$ cat src/rtl/triangle_scanner.sv
// triangle_scanner: accepts one triangle, computes its bounding box and walks
// every integer point of the box in raster order, querying an external
// point-in-triangle evaluator and streaming point + verdict downstream.
//
// Handshakes: a transfer happens on a rising edge where valid and ready are
// both 1. A producer holds valid and its payload stable until that transfer,
// and ready may change freely. tri_valid/tri_ready carry triangles in, and
// out_valid/out_ready carry result beats out.
module triangle_scanner #(
  parameter int W  = 12,
  parameter int CW = 2*W+1
) (
  input  logic          clk,
  input  logic          rst_n,
  input  logic          tri_valid,
  output logic          tri_ready,
  input  logic [W-1:0]  ax,
  input  logic [W-1:0]  ay,
  input  logic [W-1:0]  bx,
  input  logic [W-1:0]  by,
  input  logic [W-1:0]  cx,
  input  logic [W-1:0]  cy,
  output logic [W-1:0]  q_px,
  output logic [W-1:0]  q_py,
  input  logic          q_inside,
  output logic          out_valid,
  input  logic          out_ready,
  output logic [W-1:0]  out_x,
  output logic [W-1:0]  out_y,
  output logic          out_inside,
  output logic          out_last,
  output logic          done,
  output logic [CW-1:0] inside_count,
  output logic [1:0]    state_dbg
);

  typedef enum logic [1:0] {
    IDLE = 2'd0,
    BBOX = 2'd1,
    SCAN = 2'd2,
    DONE = 2'd3
  } state_t;

  state_t        state_q, state_d;
  logic [W-1:0]  ax_q, ay_q, bx_q, by_q, cx_q, cy_q;
  logic [W-1:0]  ax_d, ay_d, bx_d, by_d, cx_d, cy_d;
  logic [W-1:0]  xmin_q, xmax_q, ymin_q, ymax_q;
  logic [W-1:0]  xmin_d, xmax_d, ymin_d, ymax_d;
  logic [W-1:0]  cur_x_q, cur_y_q, cur_x_d, cur_y_d;
  logic [CW-1:0] count_q, count_d;

  logic [W-1:0]  bb_xmin, bb_xmax, bb_ymin, bb_ymax;
  logic          at_last;
  logic          beat_fire;

  // Unsigned min/max of the latched vertices, consumed during BBOX.
  always_comb begin
    bb_xmin = ax_q;
    bb_xmax = ax_q;
    bb_ymin = ay_q;
    bb_ymax = ay_q;
    if (bx_q < bb_xmin) bb_xmin = bx_q;
    if (cx_q < bb_xmin) bb_xmin = cx_q;
    if (bx_q > bb_xmax) bb_xmax = bx_q;
    if (cx_q > bb_xmax) bb_xmax = cx_q;
    if (by_q < bb_ymin) bb_ymin = by_q;
    if (cy_q < bb_ymin) bb_ymin = cy_q;
    if (by_q > bb_ymax) bb_ymax = by_q;
    if (cy_q > bb_ymax) bb_ymax = cy_q;
  end

  // Next-state, scan cursor and handshake outputs.
  always_comb begin
    state_d    = state_q;
    ax_d       = ax_q;
    ay_d       = ay_q;
    bx_d       = bx_q;
    by_d       = by_q;
    cx_d       = cx_q;
    cy_d       = cy_q;
    xmin_d     = xmin_q;
    xmax_d     = xmax_q;
    ymin_d     = ymin_q;
    ymax_d     = ymax_q;
    cur_x_d    = cur_x_q;
    cur_y_d    = cur_y_q;
    count_d    = count_q;
    tri_ready  = 1'b0;
    out_valid  = 1'b0;
    out_last   = 1'b0;
    out_inside = 1'b0;
    done       = 1'b0;
    beat_fire  = 1'b0;
    at_last    = (cur_x_q == xmax_q) && (cur_y_q == ymax_q);

    case (state_q)
      IDLE: begin
        tri_ready = 1'b1;
        if (tri_valid) begin
          ax_d    = ax;
          ay_d    = ay;
          bx_d    = bx;
          by_d    = by;
          cx_d    = cx;
          cy_d    = cy;
          count_d = '0;
          state_d = BBOX;
        end
      end
      BBOX: begin
        xmin_d  = bb_xmin;
        xmax_d  = bb_xmax;
        ymin_d  = bb_ymin;
        ymax_d  = bb_ymax;
        cur_x_d = bb_xmin;
        cur_y_d = bb_ymin;
        state_d = SCAN;
      end
      SCAN: begin
        out_valid  = 1'b1;
        out_last   = at_last;
        out_inside = q_inside;
        beat_fire  = out_ready;
        if (beat_fire) begin
          if (q_inside) count_d = count_q + CW'(1);
          // The cursor never passes xmax/ymax, so no wrap handling is needed.
          if (at_last) begin
            state_d = DONE;
          end else if (cur_x_q == xmax_q) begin
            cur_x_d = xmin_q;
            cur_y_d = cur_y_q + W'(1);
          end else begin
            cur_x_d = cur_x_q + W'(1);
          end
        end
      end
      DONE: begin
        done    = 1'b1;
        state_d = IDLE;
      end
      default: state_d = IDLE;
    endcase
  end

  // The query port and payload follow the cursor, which only moves in BBOX
  // and on accepted beats, so they hold during stalls and outside SCAN.
  assign q_px         = cur_x_q;
  assign q_py         = cur_y_q;
  assign out_x        = cur_x_q;
  assign out_y        = cur_y_q;
  assign inside_count = count_q;
  assign state_dbg    = state_q;

  // State registers with synchronous active-low reset.
  always_ff @(posedge clk) begin
    if (!rst_n) begin
      state_q <= IDLE;
      ax_q    <= '0;
      ay_q    <= '0;
      bx_q    <= '0;
      by_q    <= '0;
      cx_q    <= '0;
      cy_q    <= '0;
      xmin_q  <= '0;
      xmax_q  <= '0;
      ymin_q  <= '0;
      ymax_q  <= '0;
      cur_x_q <= '0;
      cur_y_q <= '0;
      count_q <= '0;
    end else begin
      state_q <= state_d;
      ax_q    <= ax_d;
      ay_q    <= ay_d;
      bx_q    <= bx_d;
      by_q    <= by_d;
      cx_q    <= cx_d;
      cy_q    <= cy_d;
      xmin_q  <= xmin_d;
      xmax_q  <= xmax_d;
      ymin_q  <= ymin_d;
      ymax_q  <= ymax_d;
      cur_x_q <= cur_x_d;
      cur_y_q <= cur_y_d;
      count_q <= count_d;
    end
  end

endmodule

$ cat config.mk
export PLATFORM = sky130hd
export DESIGN_NAME = triangle_scanner
export DESIGN_NICKNAME = d
export VERILOG_FILES = /design/src/rtl/triangle_scanner.sv
export SDC_FILE = /design/constraint.sdc
export NUM_CORES = 1
export LEC_CHECK = 0
export ABC_AREA = 1
export ABC_CLOCK_PERIOD_IN_PS = 3500
export CAP_MARGIN = 10
export CORE_MARGIN = 2
export CORE_UTILIZATION = 45
export DETAILED_ROUTE_END_ITERATION = 16
export HOLD_SLACK_MARGIN = 0.06
export PLACE_DENSITY = 0.69
export SLEW_MARGIN = 40
export SYNTH_ARGS = -nofsm -noshare
export SYNTH_HDL_FRONTEND = slang
export SYNTH_SLANG_ARGS = --single-unit
$ cat constraint.sdc
create_clock -name clk -period 3.5 [get_ports clk]
set_input_delay 0.7 -clock clk [delete_from_list [all_inputs] [get_ports clk]]
set_output_delay 0.7 -clock clk [all_outputs]
set_load 0.005 [all_outputs]
==> metrics.cfg, run 1 <==
[synth]
synth-seq-cells = 159
syn-cell-area_mm2 = 0.009794
avgSynthCellArea_um2 = 6.816
syn_nets = 1591
yosysSeqAreaShare_pct = 32.50
synthCells = 1437
ys_types = 46
yosysWarnings = 0

[timing]
fin_worst_skew_ns = 0.01078
tightest_slew_ns = 0.6031
setup_viol = 0
holdWs_ns = 0.4632
fmax_mhz = 304.6
fin_crit_sh_pct = 93.79
fin_setup_tns_ns = 0
fin_crit_ns = 3.283
slew_viol_final = 0
final_hold_viol_count = 0
slew_headroom_pct = 59.79
rsz0062_at_grt = yes

[detailed_routing]
wl_per_cell_um = 14.47
ant_nets = 0
wl_um = 26680
drc = 0
first_iter_violations = 566
vias = 9704
avgViaCountPerCell = 5.262
firstDrtPassIters = 6

[placement]
dp_cells = 1807
routabilityCongestion = 0.9165
io_buffers = 156
dpl.hpwl_um = 19490

[power]
p_leak_nw = 5.281
p_comb_share_pct = 64.0
p_clk_share_pct = 14.2
p_seq_share_pct = 21.7
p_int_mw = 6.891
switching_share_pct = 48.82
vdd_drop_max_v = 0.0005418
switchingPower_mw = 6.574
p_per_area_mw_per_mm2 = 1102

[global_routing]
grt_pass1_wl_um = 43280
grt_use_total_pct = 23.52
grt_pass1_vias = 8766
grt_overflow = 0
grt_max_degree = 98
antenna_found_initial = 1

[finish]
seq_area_mm2 = 0.003183
drive_gt1_share_pct = 6.947
multi_input_area_mm2 = 0.005674
diodes = 0
final_nets = 1710
fillers = 2050
finalNonFillerCells = 1844
finish.utilization_pct = 57.56
area_delta_synth_final_pct = 24.72

[clock_tree]
clkTransAtPathRegs_ns = 0.07
worst_skew_pair.late_latency_ns = 0.43
cts_buffers = 17
hold_buffers = 0
numClockSinks = 159
cts_buffer_depth = 2
cts_max_level = 4
root_buffer = clkbuf_16
tritoncts = done

[floorplanning]
die_h_um = 151.5
start_util_pct = 46.16
die_area_mm2 = 0.02296
num_rows = 53
core_area_mm2 = 0.02122
io_pins = 157
die_x_um = 151.5

[worst_setup_path]
start_kind = register
crit_arrival_ns = 3.58
crit_fanout = 24
crit_type = register to register
cp_data_required_time_ns = 3.80
critical_path.endpoint_type = register

[flow_run]
cap_viol_max_count = 0

[min_path]
hold_class = register to register

[status]
status = finished, final reports clean

-- cells by family (layout without fill, tap and decap cells) --
kind of cell,after synthesis,count (layout),share of synthesized area (%)
buf+inv,244,375,10.44
flops,159,159,32.50
fa+ha+maj,77,77,9.836
xor+xnor,26,26,2.325
simple gates,557,558,24.44
compound gates,374,374,20.47
-- through the flow --
| step | setup WS [ns] | power, mW | area, µm² |
|---|---|---|---|
| detailed placement | 0.1919 | 11.05 | 11490 |
| global route | -0.01524 | 14.81 | 12220 |
| finish | 0.2172 | 13.47 | 12220 |
| floorplan | 0.2562 | 8.579 | 9794 |
| global placement | 0.2568 | 10.88 | 11490 |
| CTS | 0.1231 | 13.03 | 12090 |
-- registers in the layout, indices dropped and copies added (netlist names) --
name and flops:
ax_q 12, ay_q 12, bx_q 12, by_q 12, cx_q 12, cy_q 12, inside_count 25, out_x 12
out_y 12, state_dbg 2, xmax_q 12, xmin_q 12, ymax_q 12
-- layer usage --
layer	track usage, %	part of all wire (%)	vias to the layer above
li1	-	-	4992
met1	34.73	51	4397
met2	35.59	42	283
met3	3.623	6.0	32
met4	6.481	1.3	0
met5	0	0	-
-- path summary, 6_finish.rpt --
check	startpoint	slack (ns)	cells after the start	endpoint
worst min register to register	inside_count[24]$_SDFFE_PN0P_	0.46	2	inside_count[24]$_SDFFE_PN0P_
worst max-delay path	ay_q[11]$_SDFFE_PN0P_	0.22	21	ymax_q[5]$_SDFFE_PN0N_
worst min-delay path	inside_count[24]$_SDFFE_PN0P_	0.46	2	inside_count[24]$_SDFFE_PN0P_
worst max register to register	ay_q[11]$_SDFFE_PN0P_	0.22	21	ymax_q[5]$_SDFFE_PN0N_
-- what timing repair did --
| action | in CTS | in global routing |
|---|---|---|
| setup buffers | 0 | 4 |
| endpoints found under the setup margin | 0 | 60 |
| gates resized for setup | 0 | 38 |
-- placed cells by master, fill, tap and decap left out, drive strengths merged --
cell type,n
nor3,30
o211a,1
a2111oi,1
a211oi,1
nand4,20
o211ai,23
o221ai,1
nor2,123
o2111ai,3
nand3,68
o31ai,2
xor2,15
clkinvlp,4
or2,5
nor4,4
o21a,2
clkinv,3
a21o,1
and3,3
a31oi,3
clkdlybuf4s50,155
o21ai,161
buf,36
inv,153
o221a,2
ha,77
dfxtp,159
o21bai,1
nand2,304
a21oi,172
clkbuf,22
xnor2,11
bufinv,2
and2,1
-- final cells by class --
type	instances	share of cell area, %
well taps	275	2.817
repair buffers	191	15.08
clock inverters	10	1.045
flip-flops and latches	159	26.06
multi-input cells	1035	46.45
inverters	152	4.671
clock buffers	22	3.882
-- cells in the mapped netlist, drive strengths merged --
master / instances / area, µm²
o211ai: 23 / 177.7
inv: 150 / 563.0
buf: 36 / 241.5
a211oi: 1 / 7.510
o21a: 2 / 15.01
nand3: 68 / 360.4
clkinv: 2 / 7.510
o21bai: 1 / 7.510
o211a: 1 / 10.01
nand4: 20 / 125.1
ha: 77 / 963.4
nor4: 4 / 31.28
dfxtp: 159 / 3183
clkbuf: 56 / 210.2
o221a: 2 / 22.52
a31oi: 3 / 18.77
nor2: 123 / 469.2
o221ai: 1 / 8.760
o2111ai: 3 / 26.28
o31ai: 2 / 15.01
o21ai: 161 / 805.8
and2: 1 / 6.260
nand2: 303 / 1155
xor2: 15 / 131.4
xnor2: 11 / 96.34
a21o: 1 / 7.510
a21oi: 172 / 872.1
a2111oi: 1 / 10.01
nor3: 30 / 196.5
and3: 3 / 18.77
or2: 5 / 31.28
-- critical path, cell delays in order (launching register included) --
cell	delay (ns)
dfxtp_1	0.31
inv_1	0.08
ha_1	0.31
nand2_1	0.07
inv_1	0.05
nand2_1	0.06
nor2_1	0.13
nand2_1	0.09
nand3_1	0.11
nand2_1	0.08
buf_6	0.17
nand2_1	0.06
o21ai_0	0.14
ha_1	0.34
nand2_1	0.05
o21ai_0	0.29
nand2_1	0.10
o2111ai_1	0.10
nand2_1	0.09
buf_4	0.19
o211ai_1	0.23
a21oi_1	0.10
-- power by group through the flow --
stage | Clock (mW) | Combinational [mW] | Sequential, mW
finish | 1.92 | 8.62 | 2.93
global placement | 0 | 7.94 | 2.94
global route | 2.01 | 9.79 | 3.01
floorplan | 0 | 5.79 | 2.79
CTS | 1.94 | 8.17 | 2.92
detailed placement | 0 | 8.09 | 2.96
Note: power is estimated with default switching activity, not from simulation.
==> inputs of run 2 (changes only) <==
--- a/config.mk
+++ b/config.mk
@@ -7,9 +7,10 @@
 export LEC_CHECK = 0
 export ABC_AREA = 1
 export ABC_CLOCK_PERIOD_IN_PS = 3500
-export CAP_MARGIN = 10
+export CAP_MARGIN = 30
 export CORE_MARGIN = 2
 export CORE_UTILIZATION = 45
+export CTS_BUF_LIST = sky130_fd_sc_hd__clkbuf_16
 export DETAILED_ROUTE_END_ITERATION = 16
 export HOLD_SLACK_MARGIN = 0.06
 export PLACE_DENSITY = 0.69
==> run 2 against run 1 <==
- flip-flop and latch count is the same
- routed wire length is 0.98% lower
- clock skew shrank 0.0013 ns
- count of clock-buffer cells in the layout fell by 5
- via count down 0.33%
- first-iteration DRC count is 3.5% higher
- critical path type unchanged
- critical endpoint is now xmin_q[7]$_SDFFE_PN0N_
==> metrics.cfg, run 2 (synthesis results as in run 1) <==
[status]
status = finished, final reports clean

[finish]
diodes = 0  ; unchanged
finish.utilization_pct = 57.33  ; -0.24 points
largest_reg_flops = 25  ; unchanged
fin_area_mm2 = 0.01217  ; -0.41%
final_common_cell = nand2_1
multi_input_area_mm2 = 0.005654  ; -0.35%
fillers = 2056  ; +0.29%
final_cell_mix = nand2_1, a21oi_1, dfxtp_1
seq_area_mm2 = 0.003183  ; unchanged
final_nets = 1711  ; +0.058%
drive_gt1_share_pct = 6.497  ; -0.45 points
area_delta_synth_final_pct = 24.21

[detailed_routing]
drc = 0  ; unchanged
firstDrtPassIters = 4  ; -2
ant_nets = 0  ; unchanged
wl_um = 26420  ; -0.98%
vias = 9672  ; -0.33%
avgViaCountPerCell = 5.242  ; -0.38%
first_iter_violations = 586  ; +3.5%
wl_per_cell_um = 14.32  ; -1.0%

[power]
p_leak_nw = 5.271  ; -0.18%
p_per_area_mw_per_mm2 = 1092  ; -0.92%
vdd_drop_max_v = 0.0005295  ; -2.3%

[global_routing]
grt_pass1_wl_um = 43130  ; -0.37%
grt_overflow = 0  ; unchanged
gr-usage-met2_pct = 35.32  ; -0.27 points
grt_use_met1_pct = 34.65  ; -0.074 points
grt_most_used_layer = met2
grt_max_degree = 98  ; unchanged
grt_pass1_vias = 8752  ; -0.16%
antenna_found_initial = 1  ; unchanged
grt_util_met3_pct = 3.443  ; -0.18 points
grt_use_total_pct = 23.38  ; -0.14 points

[timing]
final_hold_viol_count = 0  ; unchanged
fmax_mhz = 304.0  ; -0.20%
fin_worst_skew_ns = 0.009488  ; -0.001288 ns
fin_crit_ns = 3.289  ; +0.006575 ns
setup_viol = 0  ; unchanged
slew_viol_final = 0  ; unchanged
tightest_slew_ns = 0.6067  ; +0.003547 ns
slew_headroom_pct = 59.56  ; -0.24 points
fin_crit_sh_pct = 93.98  ; +0.19 points

[min_path]
min_path_cells = 2  ; unchanged
hold_class = register to register
whs_endpoint = inside_count[24]$_SDFFE_PN0P_
holdCritStartpoint = inside_count[24]$_SDFFE_PN0P_

[worst_setup_path]
r2r_start = ax_q[1]$_SDFFE_PN0P_
r2r_slack_ns = 0.21  ; about the same
crit_type = register to register
crit_arrival_ns = 3.62  ; +0.04 ns
cp_data_required_time_ns = 3.83  ; +0.03 ns
critical_path.endpoint_type = register
ff2ff_path_depth = 24  ; +14%
start_kind = register
crit_fanout = 12  ; -50%
timing.rr.end = xmin_q[7]$_SDFFE_PN0N_

[clock_tree]
cts_max_level = 4  ; unchanged
cts_buffer_depth = 2  ; unchanged
hold_buffers = 0  ; unchanged
root_buffer = clkbuf_16
worst_skew_pair.late_latency_ns = 0.43  ; about the same
numClockSinks = 159  ; unchanged
clkTransAtPathRegs_ns = 0.06  ; about the same
cts_buffers = 17  ; unchanged
tritoncts = done

[floorplanning]
die_x_um = 151.5  ; unchanged
die_area_mm2 = 0.02296  ; unchanged
io_pins = 157  ; unchanged
num_rows = 53  ; unchanged
core_area_mm2 = 0.02122  ; unchanged
start_util_pct = 46.16  ; unchanged
die_h_um = 151.5  ; unchanged

[placement]
routabilityCongestion = 0.9165  ; unchanged
dpl.hpwl_um = 19490  ; unchanged
io_buffers = 156  ; unchanged
dpl_cell_area_mm2 = 0.01149  ; unchanged

[flow_run]
cap_viol_max_count = 0  ; unchanged

## run 2: cell types whose count changed in the layout (fill, tap and decap cells not counted), moves of 3 or more
cell,change
a21oi_2,-3
o21ai_0,+5
clkbuf_8,-3
o21ai_1,-4
a21oi_1,+3
clkinv_1,+3
## run 2: repair_timing
action,CTS,global route
resized for setup,0,26
endpoints found under the setup margin,0,60
setup buffers,0,5
## run 2: how the worst max path moves through the flow
| stage | start | endpoint | slack [ns] | cells after the start |
|---|---|---|---|---|
| floorplan | ay_q[11]$_SDFFE_PN0P_ | out_y[11]$_SDFFE_PN0P_ | 0.26 | 21 |
| global placement | ax_q[9]$_SDFFE_PN0P_ | xmax_q[8]$_SDFFE_PN0N_ | 0.26 | 20 |
| detailed placement | ay_q[11]$_SDFFE_PN0P_ | ymax_q[5]$_SDFFE_PN0N_ | 0.19 | 21 |
| CTS | ay_q[11]$_SDFFE_PN0P_ | out_y[11]$_SDFFE_PN0P_ | 0.12 | 20 |
| global route | ax_q[7]$_SDFFE_PN0P_ | xmin_q[4]$_SDFFE_PN0N_ | -0.02 | 23 |
| finish | ax_q[1]$_SDFFE_PN0P_ | xmin_q[7]$_SDFFE_PN0N_ | 0.21 | 24 |
## run 2: final cells by class
class,count,share of cell area [%]
repair buffers,192,15.14
clock buffers,17,3.497
clock inverters,15,1.203
multi-input cells,1035,46.48
inverters,152,4.690
flip-flops and latches,159,26.16
well taps,275,2.828
## run 2: power by group
part,internal [mW],switching (mW)
Clock,1.05,0.784
Sequential,2.36,0.562
Combinational,3.38,5.15
## run 2: layer usage
layer / wire [µm] / part of all wire (%)
met5: 0 / 0
met4: 403 / 1.5
met3: 1514 / 5.7
met2: 11070 / 42
met1: 13440 / 51
## run 2: per-stage QoR
stage	cells	setup WS [ns]	TNS, ns	total power [mW]	hold WS, ns
after floorplan	1437	0.2562	0	8.579	0.4524
after global placement	1807	0.2568	0	10.88	0.4504
after global routing	1845	-0.02191	-0.09407	14.65	0.4987
after detailed placement	1807	0.1919	0	11.05	0.4529
after CTS	1839	0.1231	0	12.94	0.4652
final	1845	0.2107	0	13.29	0.4629
## run 2: worst max-delay path: stages, from the launching register on
cell      delay, ns
dfxtp_1        0.30
inv_1          0.09
ha_1           0.31
inv_1          0.07
nor2_1         0.04
nor2_1         0.10
o21ai_1        0.09
nand2_2        0.11
nand3_4        0.07
buf_4          0.17
buf_4          0.13
nand2_1        0.05
o21ai_0        0.08
buf_4          0.15
ha_1           0.28
nand2_1        0.10
nor2_1         0.06
a211oi_1       0.20
o221a_2        0.25
buf_6          0.15
nand3_1        0.15
nand2_1        0.10
nand2_1        0.05
nand2_1        0.07
inv_1          0.03
==> inputs of run 3 (changes only) <==
--- a/config.mk
+++ b/config.mk
@@ -8,6 +8,7 @@
 export ABC_AREA = 1
 export ABC_CLOCK_PERIOD_IN_PS = 3500
 export CAP_MARGIN = 30
+export CORE_ASPECT_RATIO = 0.9
 export CORE_MARGIN = 2
 export CORE_UTILIZATION = 45
 export CTS_BUF_LIST = sky130_fd_sc_hd__clkbuf_16
==> run 3 against run 2 <==
- routed wire length is 2.3% higher
- register-to-register slack hardly changed
- clock skew is 0.0022 ns higher
- sequential power hardly changed
- count of clock-buffer cells in the layout stayed put
- combinational power hardly changed
- sequential share of layout area is 0.083 points lower
- final cell count is 0.43% higher
- design area is 0.32% higher
- die area hardly changed
- largest power group unchanged
- largest cell class unchanged
==> metrics.cfg, run 3 (synthesis results as in run 1) <==
[finish]
drive_gt1_share_pct = 6.402  ; -0.095 points
final_nets = 1704  ; -0.41%
largest_reg_flops = 25  ; unchanged
final_cell_mix = nand2_1, a21oi_1, dfxtp_1
finalNonFillerCells = 1853  ; +0.43%
area_delta_synth_final_pct = 24.60
finish.utilization_pct = 56.75  ; -0.58 points
final_common_cell = nand2_1
diodes = 0  ; unchanged
fillers = 2108  ; +2.5%

[timing]
setup_slack_ns = 0.1972  ; -0.01349 ns
fin_crit_ns = 3.303  ; +0.01349 ns
tightest_slew_ns = 0.6678  ; +0.06111 ns
setup_viol = 0  ; unchanged
fin_worst_skew_ns = 0.01168  ; +0.002189 ns
fin_crit_sh_pct = 94.37  ; +0.39 points
rsz0062_at_grt = yes
final_hold_viol_count = 0  ; unchanged
fmax_mhz = 302.8  ; -0.41%
slew_viol_final = 0  ; unchanged
slew_headroom_pct = 55.27  ; -4.3 points

[worst_setup_path]
crit_fanout = 6  ; -6
critical_path.endpoint_type = output pin
start_kind = register
crit_type = register to output pin
cp_data_required_time_ns = 2.80  ; -1.03 ns
crit_arrival_ns = 2.60  ; -1.02 ns

[global_routing]
grt_use_total_pct = 23.34  ; -0.040 points
grt_max_degree = 124  ; +27%
grt_pass1_wl_um = 43660  ; +1.2%
antenna_found_initial = 0  ; -1
grt_pass1_vias = 8635  ; -1.3%
grt_overflow = 0  ; unchanged

[clock_tree]
numClockSinks = 159  ; unchanged
worst_skew_pair.late_latency_ns = 0.44  ; about the same
cts_buffers = 17  ; unchanged
hold_buffers = 0  ; unchanged
tritoncts = done
root_buffer = clkbuf_16
clkTransAtPathRegs_ns = 0.07  ; about the same
cts_max_level = 4  ; unchanged
cts_buffer_depth = 2  ; unchanged

[floorplanning]
die_x_um = 159.5  ; +5.3%
die_h_um = 144.0  ; -5.0%
die_area_mm2 = 0.02296  ; about the same
core_area_mm2 = 0.02150  ; +1.3%
num_rows = 51  ; -3.8%
io_pins = 157  ; unchanged
start_util_pct = 45.55  ; -0.61 points

[placement]
routabilityCongestion = 0.8886  ; -3.0%
io_buffers = 156  ; unchanged
dp_slack_ns = 0.04577  ; -0.1461 ns
dpl.hpwl_um = 19810  ; +1.7%
dp_cells = 1820  ; +0.72%

[flow_run]
cap_viol_max_count = 0  ; unchanged

[power]
p_per_area_mw_per_mm2 = 1090  ; -0.21%
p_leak_nw = 5.263  ; -0.15%
vdd_drop_max_v = 0.0005367  ; +1.4%

[detailed_routing]
wl_um = 27020  ; +2.3%
vias = 9779  ; +1.1%
firstDrtPassIters = 5  ; +1
wl_per_cell_um = 14.58  ; +1.8%
ant_nets = 0  ; unchanged
avgViaCountPerCell = 5.277  ; +0.67%
drc = 0  ; unchanged
first_iter_violations = 782  ; +33%

[status]
status = finished, final reports clean

[min_path]
hold_class = register to register

==> run 3: cell count changes in the layout (fill, tap and decap cells not counted), sizes merged <==
| cell | before | now |
|---|---|---|
| buf | 37 | 30 |
| clkinv | 6 | 7 |
| clkinvlp | 4 | 3 |
| inv | 155 | 154 |
==> run 3: critical path, stage by stage, from the launching register on <==
cell             delay (ns)
dfxtp_1                0.34
inv_1                  0.18
or2_1                  0.13
nand4_1                0.13
nor4_1                 0.30
nand2_1                0.14
inv_2                  0.15
nand3_2                0.16
inv_1                  0.11
clkdlybuf4s50_1        0.51
==> run 3: final timing paths <==
kind                                  from                             to  slack, ns  depth (start not counted)
max                  out_x[5]$_SDFFE_PN0P_                       out_last       0.20                          9
min          inside_count[24]$_SDFFE_PN0P_  inside_count[24]$_SDFFE_PN0P_       0.47                          2
max reg2reg           ax_q[9]$_SDFFE_PN0P_         xmin_q[7]$_SDFFE_PN0N_       0.21                         19
min reg2reg  inside_count[24]$_SDFFE_PN0P_  inside_count[24]$_SDFFE_PN0P_       0.47                          2
==> run 3: metal layers <==
layer	track usage [%]	vias to the layer above	share of wire (%)
met5	0	-	0
met4	5.359	0	0.89
met3	4.300	17	7.1
met2	34.68	355	41
met1	34.78	4398	51
li1	-	5009	-
==> run 3: per-stage QoR <==
stage	hold WS, ns	cell area (µm²)	setup TNS [ns]	total power [mW]
finish	0.4652	12200	0	13.30
global route	0.4962	12200	-0.3202	14.64
CTS	0.4699	12090	0	12.92
detailed placement	0.4576	11520	0	11.01
global placement	0.4504	11510	0	10.83
floorplan	0.4524	9794	0	8.579
==> run 3: power by group <==
group / switching (mW) / total, mW / internal, mW
clock: 0.813 / 1.86 / 1.05
sequential: 0.559 / 2.92 / 2.36
combinational: 5.14 / 8.52 / 3.38
total: 6.51 / 13.3 / 6.79
==> run 3: repair_timing <==
action,4_1_cts,5_1_grt
endpoints found under the setup margin,12,60
pin swaps,0,5
cloned,0,1
gates resized for setup,1,43
buffers inserted,0,1
==> run 3: area by class of cell <==
| cell class | count | area (µm²) | area share (%) |
|---|---|---|---|
| Timing Repair Buffer | 185 | 1831 | 15.00 |
| Sequential cell | 159 | 3183 | 26.08 |
| Tap cell | 291 | 364.1 | 2.983 |
| Multi-Input combinational cell | 1035 | 5688 | 46.61 |
| Inverter | 152 | 570.5 | 4.675 |
| Clock inverter | 14 | 142.6 | 1.169 |
| Clock buffer | 17 | 425.4 | 3.486 |
